<file path="src/rtl/uart_rx_frame.sv">
// UART receive framer: synchronises the serial line, detects the start edge, and
// assembles LSB-first data bits on each baud-generator mid-bit pulse.
module uart_rx_frame #(
  parameter int unsigned DATA_BITS   = 8,
  parameter int unsigned SYNC_STAGES = 2
) (
  input  logic       clk,
  input  logic       rst,
  input  logic       rs232_rx,
  input  logic       clk_bps,
  output logic       bps_start,
  output logic [7:0] rx_data,
  output logic       rx_valid,
  output logic       frame_err,
  output logic       rx_busy
);

  localparam int unsigned CNT_W = $clog2(DATA_BITS + 1);
  localparam logic [CNT_W-1:0] CNT_LAST = CNT_W'(DATA_BITS - 1);
  localparam logic [CNT_W-1:0] CNT_FULL = CNT_W'(DATA_BITS);

  typedef enum logic [1:0] {
    IDLE,
    START,
    DATA,
    STOP
  } state_t;

  state_t                 state, state_nx;
  logic [SYNC_STAGES-1:0] sync_q;
  logic                   rx_s, rx_d, fall;
  logic [DATA_BITS-1:0]   shifter, shift_nx;
  logic [CNT_W-1:0]       bit_cnt, cnt_nx;
  logic [7:0]             data_ext, data_nx;
  logic                   valid_nx, err_nx;

  // Synchroniser and edge flops preset to the idle level so reset release never looks like a start edge.
  always_ff @(posedge clk or posedge rst) begin
    if (rst) begin
      sync_q <= '1;
      rx_d   <= 1'b1;
    end else begin
      sync_q <= {sync_q[SYNC_STAGES-2:0], rs232_rx};
      rx_d   <= rx_s;
    end
  end

  assign rx_s = sync_q[SYNC_STAGES-1];
  assign fall = rx_d & ~rx_s;

  always_comb begin
    data_ext                = '0;
    data_ext[DATA_BITS-1:0] = shifter;
  end

  always_comb begin
    state_nx = state;
    shift_nx = shifter;
    cnt_nx   = bit_cnt;
    data_nx  = rx_data;
    valid_nx = 1'b0;
    err_nx   = 1'b0;
    case (state)
      IDLE: begin
        if (fall) state_nx = START;
      end
      START: begin
        if (clk_bps) begin
          if (rx_s) begin
            state_nx = IDLE;
          end else begin
            state_nx = DATA;
            cnt_nx   = '0;
          end
        end
      end
      DATA: begin
        if (clk_bps) begin
          shift_nx = {rx_s, shifter[DATA_BITS-1:1]};
          if (bit_cnt != CNT_FULL) cnt_nx = bit_cnt + 1'b1;
          if (bit_cnt >= CNT_LAST) state_nx = STOP;
        end
      end
      STOP: begin
        if (clk_bps) begin
          state_nx = IDLE;
          if (rx_s) begin
            valid_nx = 1'b1;
            data_nx  = data_ext;
          end else begin
            err_nx = 1'b1;
          end
        end
      end
      default: state_nx = IDLE;
    endcase
  end

  // Outputs register from next-state so strobes and bps_start fall land on the same edge.
  always_ff @(posedge clk or posedge rst) begin
    if (rst) begin
      state     <= IDLE;
      shifter   <= '0;
      bit_cnt   <= '0;
      rx_data   <= '0;
      rx_valid  <= 1'b0;
      frame_err <= 1'b0;
      bps_start <= 1'b0;
    end else begin
      state     <= state_nx;
      shifter   <= shift_nx;
      bit_cnt   <= cnt_nx;
      rx_data   <= data_nx;
      rx_valid  <= valid_nx;
      frame_err <= err_nx;
      bps_start <= (state_nx != IDLE);
    end
  end

  assign rx_busy = (state != IDLE);

endmodule

</file>
<file path="config.mk">
export PLATFORM = sky130hd
export DESIGN_NAME = uart_rx_frame
export DESIGN_NICKNAME = d
export VERILOG_FILES = /design/src/rtl/uart_rx_frame.sv
export SDC_FILE = /design/constraint.sdc
export NUM_CORES = 1
export LEC_CHECK = 0
export CORE_ASPECT_RATIO = 1.5
export CORE_UTILIZATION = 52
export CTS_CLUSTER_DIAMETER = 150
export DETAILED_ROUTE_END_ITERATION = 12
export PLACE_DENSITY = 0.83
export RECOVER_POWER = 25
export SYNTH_ARGS = -nofsm -noshare
export SYNTH_HDL_FRONTEND = slang
export SYNTH_SLANG_ARGS = --single-unit
export TNS_END_PERCENT = 1
</file>
<file path="constraint.sdc">
create_clock -name clk -period 1.8 [get_ports clk]
set_input_delay 0.36 -clock clk [delete_from_list [all_inputs] [get_ports clk]]
set_output_delay 0.36 -clock clk [all_outputs]
set_load 0.005 [all_outputs]
</file>
==> results.py <==
metrics = {
    "global_route": {
        "grt_overflow": 0,
        "antenna_found_initial": 0,
        "grt_usage_pct": 19.12,
        "grt_pass1_vias": 715,
        "grt_start_max_net_pins": 29,
        "grt_pass1_wl_microns": 3180,
    },
    "routing": {
        "dr.pass1.iters": 4,
        "wl_microns": 1899,
        "dr.first_iter.drc_count": 9,
        "route.vias.total": 726,
        "ant_nets": 0,
        "viasPerCell": 5.808,
        "drc": 0,
        "wl_per_cell_microns": 15.19,
    },
    "sta": {
        "setup_violations": 0,
        "grt_setup_unrepaired": "no",
        "slew_headroom_pct": 57.19,
        "worst_slew_pin_slew_ps": 642.2,
        "hold_viol_final": 0,
        "hold_slack_ps": 371.5,
        "tns_ps": 0,
        "final_max_slew_viol_count": 0,
        "clock_skew_ps": 12.04,
        "period_share_pct": 96.14,
        "max_freq_mhz": 577.8,
        "min_period_ps": 1731,
    },
    "critical_path": {
        "worst_path_largest_cell_delay_ps": 440,
        "start_kind": "flop",
        "worstPathRequired_ps": 1440,
        "worstPathCellList": "or2_1 -> clkdlybuf4s50_1",
        "cp_max_fo": 2,
        "critPathSlowestCell": "clkdlybuf4s50_1",
        "worstPathArrival_ps": 1370,
        "r2r_cells": 5,
        "path_class": "reg -> out",
        "endpoint_kind": "primary output",
    },
    "clock_tree": {
        "hold_buffers": 0,
        "cts_buffers": 3,
        "post_cts_buffers": 0,
        "clock-root-buffer": "clkbuf_4",
        "path_clk_slew_ps": 130,
        "tritoncts": "done",
        "worstSkewPairLatency_ps": 330,
        "cts.sinks": 28,
        "cts_resized": 0,
        "cts_max_level": 1,
        "clockBufferDepth": 2,
    },
    "cells_and_area": {
        "fill_cells": 159,
        "stdcell_area_sq_mm": 0.001431,
        "final_util_pct": 68.10,
        "antenna_cells": 0,
        "layout.nets": 110,
        "drive_gt1_share_pct": 21.36,
        "syn_to_final_growth_pct": 19.54,
    },
    "floorplan": {
        "num_io_pins": 16,
        "die_w_microns": 41.18,
        "die_area_sq_mm": 0.002503,
        "initial_core_util_pct": 56.96,
        "core_sq_mm": 0.002102,
        "fp.dieH_microns": 60.77,
        "rows": 20,
    },
    "flow_run": {
        "cap_violations": 0,
    },
    "place": {
        "portBuffers": 15,
        "dp_hpwl_microns": 1419,
        "placed_area_sq_mm": 0.001381,
        "globalplace.congestion": 0.7381,
    },
    "yosys": {
        "synth_seq_cells": 28,
        "yosys_warnings": 0,
        "synth_cell_types": 32,
        "synth_edf_count": 0,
        "syn_nets": 89,
        "async_reset_ff_share_pct": 100.0,
        "syn_inst": 83,
        "synth-seq-area-share_pct": 58.83,
        "syn_area_per_cell_sq_um": 14.43,
        "ys.flop_type": "dfrtp_1",
        "netlist_area_sq_mm": 0.001197,
    },
    "pwr": {
        "p_leak_nw": 0.7018,
        "power_mw": 2.045,
        "ir_drop_uv": 828.5,
        "power-per-cell-area_mw_per_mm2": 1429,
    },
    "hold_path": {
        "min_path_cells": 0,
        "hold_class": "reg -> reg",
    },
    "status": {
        "status": "completed",
    },
}
[cells in the final DEF, fill, tap and decap left out]
cell type	synthesis	final
clkbuf_2	0	1
nand3b_1	1	1
buf_4	1	3
a21oi_1	1	1
or2_1	1	1
dlygate4sd3_1	0	2
and3b_1	1	1
o21ai_0	2	2
a31o_1	1	1
nor2b_1	1	1
a211o_1	1	1
o31ai_1	2	2
nand2_1	3	3
bufinv_16	0	1
nand2b_1	2	2
nand4_4	1	1
nor2_1	1	1
nor3b_1	2	2
inv_1	3	3
mux2_4	5	5
inv_2	1	1
clkbuf_4	0	3
clkdlybuf4s50_1	0	13
mux2_2	3	3
o211a_1	1	1
dfstp_2	3	3
nand3b_4	1	1
ha_1	2	2
mux2_1	8	8
nand3_1	2	2
dfrtp_1	25	25
o211ai_1	3	3
nand4b_1	1	1
a211oi_1	1	1
nand4bb_1	1	1
[logic make-up (layout without fill, tap and decap cells)]
family	after synthesis	in the layout	synth area share, %
muxes	16	16	16.61
DFF	28	28	58.83
buffers and inverters	7	27	3.239
AOI/OAI and AO/OA	12	12	7.314
and+or+nand+nor	18	18	11.91
adders and majority gates	2	2	2.090
[per-stage QoR]
stage / instances / setup WS, ps
finish: 125 / 69.42
global route: 125 / 19.08
CTS: 125 / 51.42
detailed placement: 121 / 61.18
global placement: 121 / 97.15
floorplan: 83 / 410.0
[worst paths after layout]
kind	start	end	slack, ps
min	sync_q[0]$_DFF_PP1_	sync_q[1]$_DFF_PP1_	370
max	state[1]$_DFF_PP0_	rx_busy	70
max reg2reg	bit_cnt[0]$_DFFE_PP0P_	bit_cnt[1]$_DFFE_PP0P_	290
max in group asynchronous	rst	data_ext[1]$_DFFE_PP0P_	760
min in group asynchronous	rst	rx_data[4]$_DFFE_PP0P_	620
min reg2reg	sync_q[0]$_DFF_PP1_	sync_q[1]$_DFF_PP1_	370
[critical path, delay by kind of cell (launching register included)]
kind / cells / cell delay (ps)
buf+inv: 1 / 440
flops: 1 / 390
simple gates: 1 / 220
[power breakdown]
group	total, mW	internal, mW	leakage [nW]	switching [mW]
registers	0.972	0.831	0.359	0.141
logic	0.676	0.413	0.315	0.263
clock network	0.397	0.225	0.0279	0.172
[synth_stat cells (2+ instances only)]
library cell | number | area [sq um]
dfrtp_1 | 25 | 625.6
nand3_1 | 2 | 10.01
nor3b_1 | 2 | 15.01
o21ai_0 | 2 | 10.01
mux2_2 | 3 | 33.78
dfstp_2 | 3 | 78.83
o211ai_1 | 3 | 22.52
mux2_4 | 5 | 75.07
ha_1 | 2 | 25.02
mux2_1 | 8 | 90.09
o31ai_1 | 2 | 15.01
nand2_1 | 3 | 11.26
inv_1 | 3 | 11.26
nand2b_1 | 2 | 12.51
[flip-flops by register name, indices dropped and copies added, names as in the netlist]
signal     cells
data_ext       8
rx_valid       1
bps_start      1
frame_err      1
rx_d           1
state          2
bit_cnt        4
rx_data        8
sync_q         2
[final cells by class]
cell class / instances / area, sq um / share of cell area [%]
clock inverter: 1 / 30.03 / 2.098
tap: 22 / 27.53 / 1.923
clock buffer: 3 / 22.52 / 1.573
timing repair buffer: 19 / 177.7 / 12.41
inverter: 4 / 15.01 / 1.049
multi-input combinational: 48 / 454.2 / 31.73
sequential: 28 / 704.4 / 49.21
[metal layers]
metal / part of all wire [%] / track usage, %
met5: 0 / 0
met4: 2.9 / 10.60
met3: 3.7 / 3.663
met2: 53 / 29.91
met1: 41 / 24.07
Power figures use the tool's default switching activity.
